### config.mk
export PLATFORM = sky130hd
export DESIGN_NAME = vga_timing_ctrl
export DESIGN_NICKNAME = d
export VERILOG_FILES = /design/src/rtl/vga_timing_ctrl.sv
export SDC_FILE = /design/constraint.sdc
export NUM_CORES = 1
export LEC_CHECK = 0
export BUFFER_PORTS_ARGS = -buffer_cell sky130_fd_sc_hd__buf_2
export CAP_MARGIN = 0
export CORE_UTILIZATION = 52
export CTS_CLUSTER_DIAMETER = 120
export DETAILED_ROUTE_END_ITERATION = 7
export GPL_TIMING_DRIVEN = 0
export PLACE_DENSITY = 0.77
export SETUP_SLACK_MARGIN = 0.3
export SLEW_MARGIN = 20
export SYNTH_ARGS = -nofsm -noshare
export SYNTH_HDL_FRONTEND = slang
export SYNTH_SLANG_ARGS = --single-unit
### constraint.sdc
create_clock -name clk_v -period 3 [get_ports clk_v]
set_input_delay 0.3 -clock clk_v [delete_from_list [all_inputs] [get_ports clk_v]]
set_output_delay 0.3 -clock clk_v [all_outputs]
set_load 0.01 [all_outputs]
### src/rtl/vga_timing_ctrl.sv
// Raster timing generator: issues one pixel request per active position and drives registered sync/DE/RGB pins.
// Counter-to-pin latency is 2 cycles on every output; there is no backpressure, so the buffer must answer every request one cycle later.
module vga_timing_ctrl #(
  parameter int H_ACTIVE  = 640,
  parameter int H_FRONT   = 16,
  parameter int H_SYNC    = 96,
  parameter int H_BACK    = 48,
  parameter int V_ACTIVE  = 480,
  parameter int V_FRONT   = 10,
  parameter int V_SYNC    = 2,
  parameter int V_BACK    = 33,
  parameter bit HSYNC_POL = 1'b0,
  parameter bit VSYNC_POL = 1'b0,
  parameter int CNT_W     = 12
) (
  input  logic        clk_v,
  input  logic        resetn_v,
  input  logic        en_i,
  input  logic [11:0] data_i,
  output logic        data_req_o,
  output logic        hsync_o,
  output logic        vsync_o,
  output logic        de_o,
  output logic [3:0]  red_o,
  output logic [3:0]  green_o,
  output logic [3:0]  blue_o,
  output logic        frame_start_o
);

  localparam int H_TOTAL = H_ACTIVE + H_FRONT + H_SYNC + H_BACK;
  localparam int V_TOTAL = V_ACTIVE + V_FRONT + V_SYNC + V_BACK;

  localparam logic [CNT_W-1:0] H_LAST = CNT_W'(H_TOTAL - 1);
  localparam logic [CNT_W-1:0] V_LAST = CNT_W'(V_TOTAL - 1);
  localparam logic [CNT_W-1:0] ONE    = CNT_W'(1);

  // Decode bounds carry one extra bit so a sync pulse ending exactly at TOTAL = 2^CNT_W still compares correctly.
  localparam logic [CNT_W:0] H_ACT  = (CNT_W+1)'(H_ACTIVE);
  localparam logic [CNT_W:0] HS_BEG = (CNT_W+1)'(H_ACTIVE + H_FRONT);
  localparam logic [CNT_W:0] HS_END = (CNT_W+1)'(H_ACTIVE + H_FRONT + H_SYNC);
  localparam logic [CNT_W:0] V_ACT  = (CNT_W+1)'(V_ACTIVE);
  localparam logic [CNT_W:0] VS_BEG = (CNT_W+1)'(V_ACTIVE + V_FRONT);
  localparam logic [CNT_W:0] VS_END = (CNT_W+1)'(V_ACTIVE + V_FRONT + V_SYNC);

  localparam logic [0:0] ST_IDLE = 1'b0;
  localparam logic [0:0] ST_RUN  = 1'b1;

  logic [0:0]       state;
  logic [CNT_W-1:0] h_cnt;
  logic [CNT_W-1:0] v_cnt;

  logic             run;
  logic [CNT_W:0]   h_ext;
  logic [CNT_W:0]   v_ext;
  logic             act0;
  logic             hs0;
  logic             vs0;
  logic             fs0;

  logic             act1;
  logic             hs1;
  logic             vs1;
  logic             fs1;

  // Leaving RUN is only possible at the last position of a frame, so a started frame always completes.
  always_ff @(posedge clk_v or negedge resetn_v) begin
    if (!resetn_v) begin
      state <= ST_IDLE;
      h_cnt <= '0;
      v_cnt <= '0;
    end else begin
      case (state)
        ST_IDLE: begin
          h_cnt <= '0;
          v_cnt <= '0;
          if (en_i) begin
            state <= ST_RUN;
          end
        end
        ST_RUN: begin
          if (h_cnt == H_LAST) begin
            h_cnt <= '0;
            if (v_cnt == V_LAST) begin
              v_cnt <= '0;
              if (!en_i) begin
                state <= ST_IDLE;
              end
            end else begin
              v_cnt <= v_cnt + ONE;
            end
          end else begin
            h_cnt <= h_cnt + ONE;
          end
        end
        default: begin
          state <= ST_IDLE;
          h_cnt <= '0;
          v_cnt <= '0;
        end
      endcase
    end
  end

  always_comb begin
    run   = (state == ST_RUN);
    h_ext = {1'b0, h_cnt};
    v_ext = {1'b0, v_cnt};
    act0  = run && (h_ext < H_ACT) && (v_ext < V_ACT);
    hs0   = run && (h_ext >= HS_BEG) && (h_ext < HS_END);
    vs0   = run && (v_ext >= VS_BEG) && (v_ext < VS_END);
    fs0   = run && (h_cnt == '0) && (v_cnt == '0);
  end

  assign data_req_o = act0;

  // Stage 1: the buffer's pixel for the request made in stage 0 is on data_i during this stage.
  always_ff @(posedge clk_v or negedge resetn_v) begin
    if (!resetn_v) begin
      act1 <= 1'b0;
      hs1  <= 1'b0;
      vs1  <= 1'b0;
      fs1  <= 1'b0;
    end else begin
      act1 <= act0;
      hs1  <= hs0;
      vs1  <= vs0;
      fs1  <= fs0;
    end
  end

  // Stage 2: every pin comes straight from a flop so sync, DE and colour leave aligned.
  always_ff @(posedge clk_v or negedge resetn_v) begin
    if (!resetn_v) begin
      de_o          <= 1'b0;
      hsync_o       <= ~HSYNC_POL;
      vsync_o       <= ~VSYNC_POL;
      frame_start_o <= 1'b0;
      red_o         <= 4'h0;
      green_o       <= 4'h0;
      blue_o        <= 4'h0;
    end else begin
      de_o          <= act1;
      hsync_o       <= hs1 ? HSYNC_POL : ~HSYNC_POL;
      vsync_o       <= vs1 ? VSYNC_POL : ~VSYNC_POL;
      frame_start_o <= fs1;
      if (act1) begin
        {red_o, green_o, blue_o} <= data_i;
      end else begin
        {red_o, green_o, blue_o} <= 12'h000;
      end
    end
  end

endmodule

==> flow_metrics.py <==
metrics = {
    "sta": {
        "slew_headroom": 0.369,
        "period_minus_slack_ns": 2.48,
        "tightest_slew_ns": 0.947,
        "timing.fmax_ghz": 0.403,
        "tns_ns": 0,
        "setup_violations": 0,
        "rsz0062_at_grt": "false",
        "timing.final.max_slew_violations": 0,
        "whs_ns": 0.139,
        "timing.final.hold_violations": 0,
        "clock_skew_ns": 0.00857,
        "fin_crit_sh": 0.828,
    },
    "synth": {
        "synth-async-reset-ratio": 1.00,
        "synth-simple-area-share": 0.242,
        "yosys_warnings": 0,
        "synth_common_cells": "dfrtp_1 (43), nor2_1 (17), and2_1 (13)",
        "syn_avg_cell_area_sq_um": 10.7,
        "yosys.cell_count.top_type": "dfrtp_1",
        "ys_ff_latch": 45,
        "yosysSeqAreaShare": 0.559,
        "synth_compound_area_frac": 0.0818,
        "synthesis.nets": 208,
        "synth_top_family_by_area": "simple AND/OR/NAND/NOR gates",
        "synthAdderAreaFrac": 0.0248,
        "syn_inst": 189,
        "synth_mux_area_frac": 0.00558,
        "synthFlopType": "dfrtp_1",
        "synth_area_sq_um": 2020,
        "synth_top_area_frac": 0.533,
        "synth.distinct_cells": 47,
        "synth_enable_flop_cells": 0,
        "post-synth-top-area-cell": "dfrtp_1",
        "synth_xor_area_frac": 0.0434,
        "synth_area_leaders": "dfrtp_1 (53%), and2_1 (4.0%), nor2_1 (3.2%)",
    },
    "critical_path": {
        "critical_path.max_fanout": 8,
        "worstPathArrival_ns": 2.18,
        "cp.required_ns": 2.70,
        "rrSetupSlack_ns": 1.04,
        "rr_endpoint": "run$_DFF_PN0_",
        "worst-setup-path-type": "register to primary output",
        "reg2reg_from": "h_cnt[10]$_DFF_PN0_",
        "critPathLaunchType": "register",
        "crit_path_end_kind": "primary output",
        "reg2reg_depth": 6,
    },
    "grt": {
        "overflow": 0,
        "antenna_found_initial": 0,
        "grt_pass1_vias": 1401,
        "grt_max_degree": 46,
        "grt_first_pass_wirelength_um": 6330,
        "grt_use_total": 0.209,
    },
    "cts": {
        "clockBufferDepth": 2,
        "cts-root-buf": "clkbuf_8",
        "hold_buffers": 0,
        "cts_sinks": 45,
        "cts_buffers": 5,
        "cts_tree": "built",
        "insertion_delay_ns": 0.30,
        "path_clk_slew_ns": 0.09,
        "htreeDepth": 2,
    },
    "layout": {
        "antenna_cells": 0,
        "fin_nets": 246,
        "fillCellCount": 314,
        "drive_gt1_frac": 0.250,
        "fin_area_sq_um": 2330,
        "syn_to_final_growth_pct": 15.4,
        "final_util": 0.632,
    },
    "die": {
        "dieArea_sq_um": 4140,
        "die_y_um": 64.3,
        "initial_core_util": 0.547,
        "rows": 22,
        "die_w_um": 64.3,
        "ios": 32,
        "core_area_sq_um": 3690,
    },
    "routing": {
        "vias_per_cell": 5.35,
        "finalWirelength_um": 3740,
        "drc_errors": 0,
        "first_pass_iters": 4,
        "num_vias": 1476,
        "drt_iter0_markers": 70,
        "routedWlPerCell_um": 13.5,
        "postRouteAntennaNets": 0,
    },
    "placement": {
        "numPortBuffers": 31,
        "post_dp_cell_area_sq_um": 2230,
        "gp_congestion": 0.869,
        "dp_hpwl_um": 2590,
    },
    "job": {
        "maxCapViolations": 0,
    },
    "power": {
        "power_mw": 1.03,
        "peakVddDrop_v": 0.000211,
        "power_leakage_nw": 1.06,
        "powerDensity_nw_per_um2": 441,
    },
    "min_path": {
        "hold_path.class": "primary input to async pin",
    },
    "status": {
        "status": "complete, no violations",
    },
}
## placed cells by master, fill, tap and decap left out, types with 2 or more instances in the layout
cell,Yosys,final
buf_2,2,33
nor4_1,4,4
xnor2_1,6,6
buf_4,2,2
ha_1,4,4
nor3_1,3,3
xor2_1,4,4
o21ai_1,6,6
clkbuf_8,0,5
dfrtp_1,43,43
nand3_1,10,10
o21ai_0,2,2
nor2_1,17,17
inv_1,9,9
and3_1,2,2
nand4_1,10,10
nand2_1,10,10
o211ai_1,2,2
and2_1,13,13
dfstp_2,2,2
and4_1,2,2
clkbuf_1,4,4
a31oi_1,5,5
a21oi_1,2,2
## cell type report
cell class	instances	area, sq um	share of cell area
Timing Repair Buffer	31	155	0.0666
Inverter	10	37.5	0.0161
Clock buffer	5	68.8	0.0295
Buffer	9	51.3	0.0220
Multi-Input combinational cell	125	808	0.347
Clock inverter	3	21.3	0.00913
Tap cell	48	60.1	0.0258
Sequential cell	45	1130	0.484
## routing by layer
layer | global-route usage | up-vias | routed length [um]
met5 | 0 | - | 0
met4 | 0.108 | 0 | 74
met3 | 0.0643 | 6 | 238
met2 | 0.326 | 51 | 1690
met1 | 0.259 | 684 | 1730
li1 | - | 735 | -
## registers in the layout, indices dropped and copies added (netlist names)
signal         cells
run                1
act1               1
de_o               1
blue_o             4
green_o            4
h_cnt             12
fs1                1
red_o              4
vs1                1
hsync_o            1
frame_start_o      1
v_cnt             12
hs1                1
vsync_o            1
## worst max-delay path by stage
stage                              from         end  slack, ns  cells past startpoint
after floorplan           run$_DFF_PN0_  data_req_o       1.01                      4
after global placement    run$_DFF_PN0_  data_req_o       0.77                      5
after detailed placement  run$_DFF_PN0_  data_req_o       0.71                      5
after CTS                 run$_DFF_PN0_  data_req_o       0.35                      5
after global routing      run$_DFF_PN0_  data_req_o       0.37                      5
final                     run$_DFF_PN0_  data_req_o       0.52                      5
## where the power goes
part | internal [mW] | switching, mW
registers | 0.614 | 0.00162
clock network | 0.165 | 0.210
logic | 0.0161 | 0.0216
## through the flow
stage / setup WS [ns] / std cells
final: 0.517 / 276
after global routing: 0.367 / 276
after CTS: 0.351 / 276
after detailed placement: 0.713 / 268
after global placement: 0.766 / 268
after floorplan: 1.01 / 189
## kinds of logic (layout without fill, tap and decap cells)
| group | count (synthesis) | count (layout) |
|---|---|---|
| buf+inv | 19 | 58 |
| compound gates | 24 | 24 |
| xor+xnor | 10 | 10 |
| fa+ha+maj | 4 | 4 |
| simple gates | 86 | 86 |
| flops | 45 | 45 |
| mux | 1 | 1 |
## worst max-delay path, cell delays in order (launching register included)
cell      delay (ns)
dfrtp_1         0.33
clkbuf_1        0.36
inv_2           0.09
or4_1           0.60
nor4b_2         0.31
buf_2           0.19
## timing repair
action | CTS | global route
setup buffers | 0 | 0
endpoints found under the hold margin | 0 | 0
setup endpoints to repair | 0 | 1
gates resized for setup | 0 | 1
No activity file was read; power rests on OpenSTA's default activity.
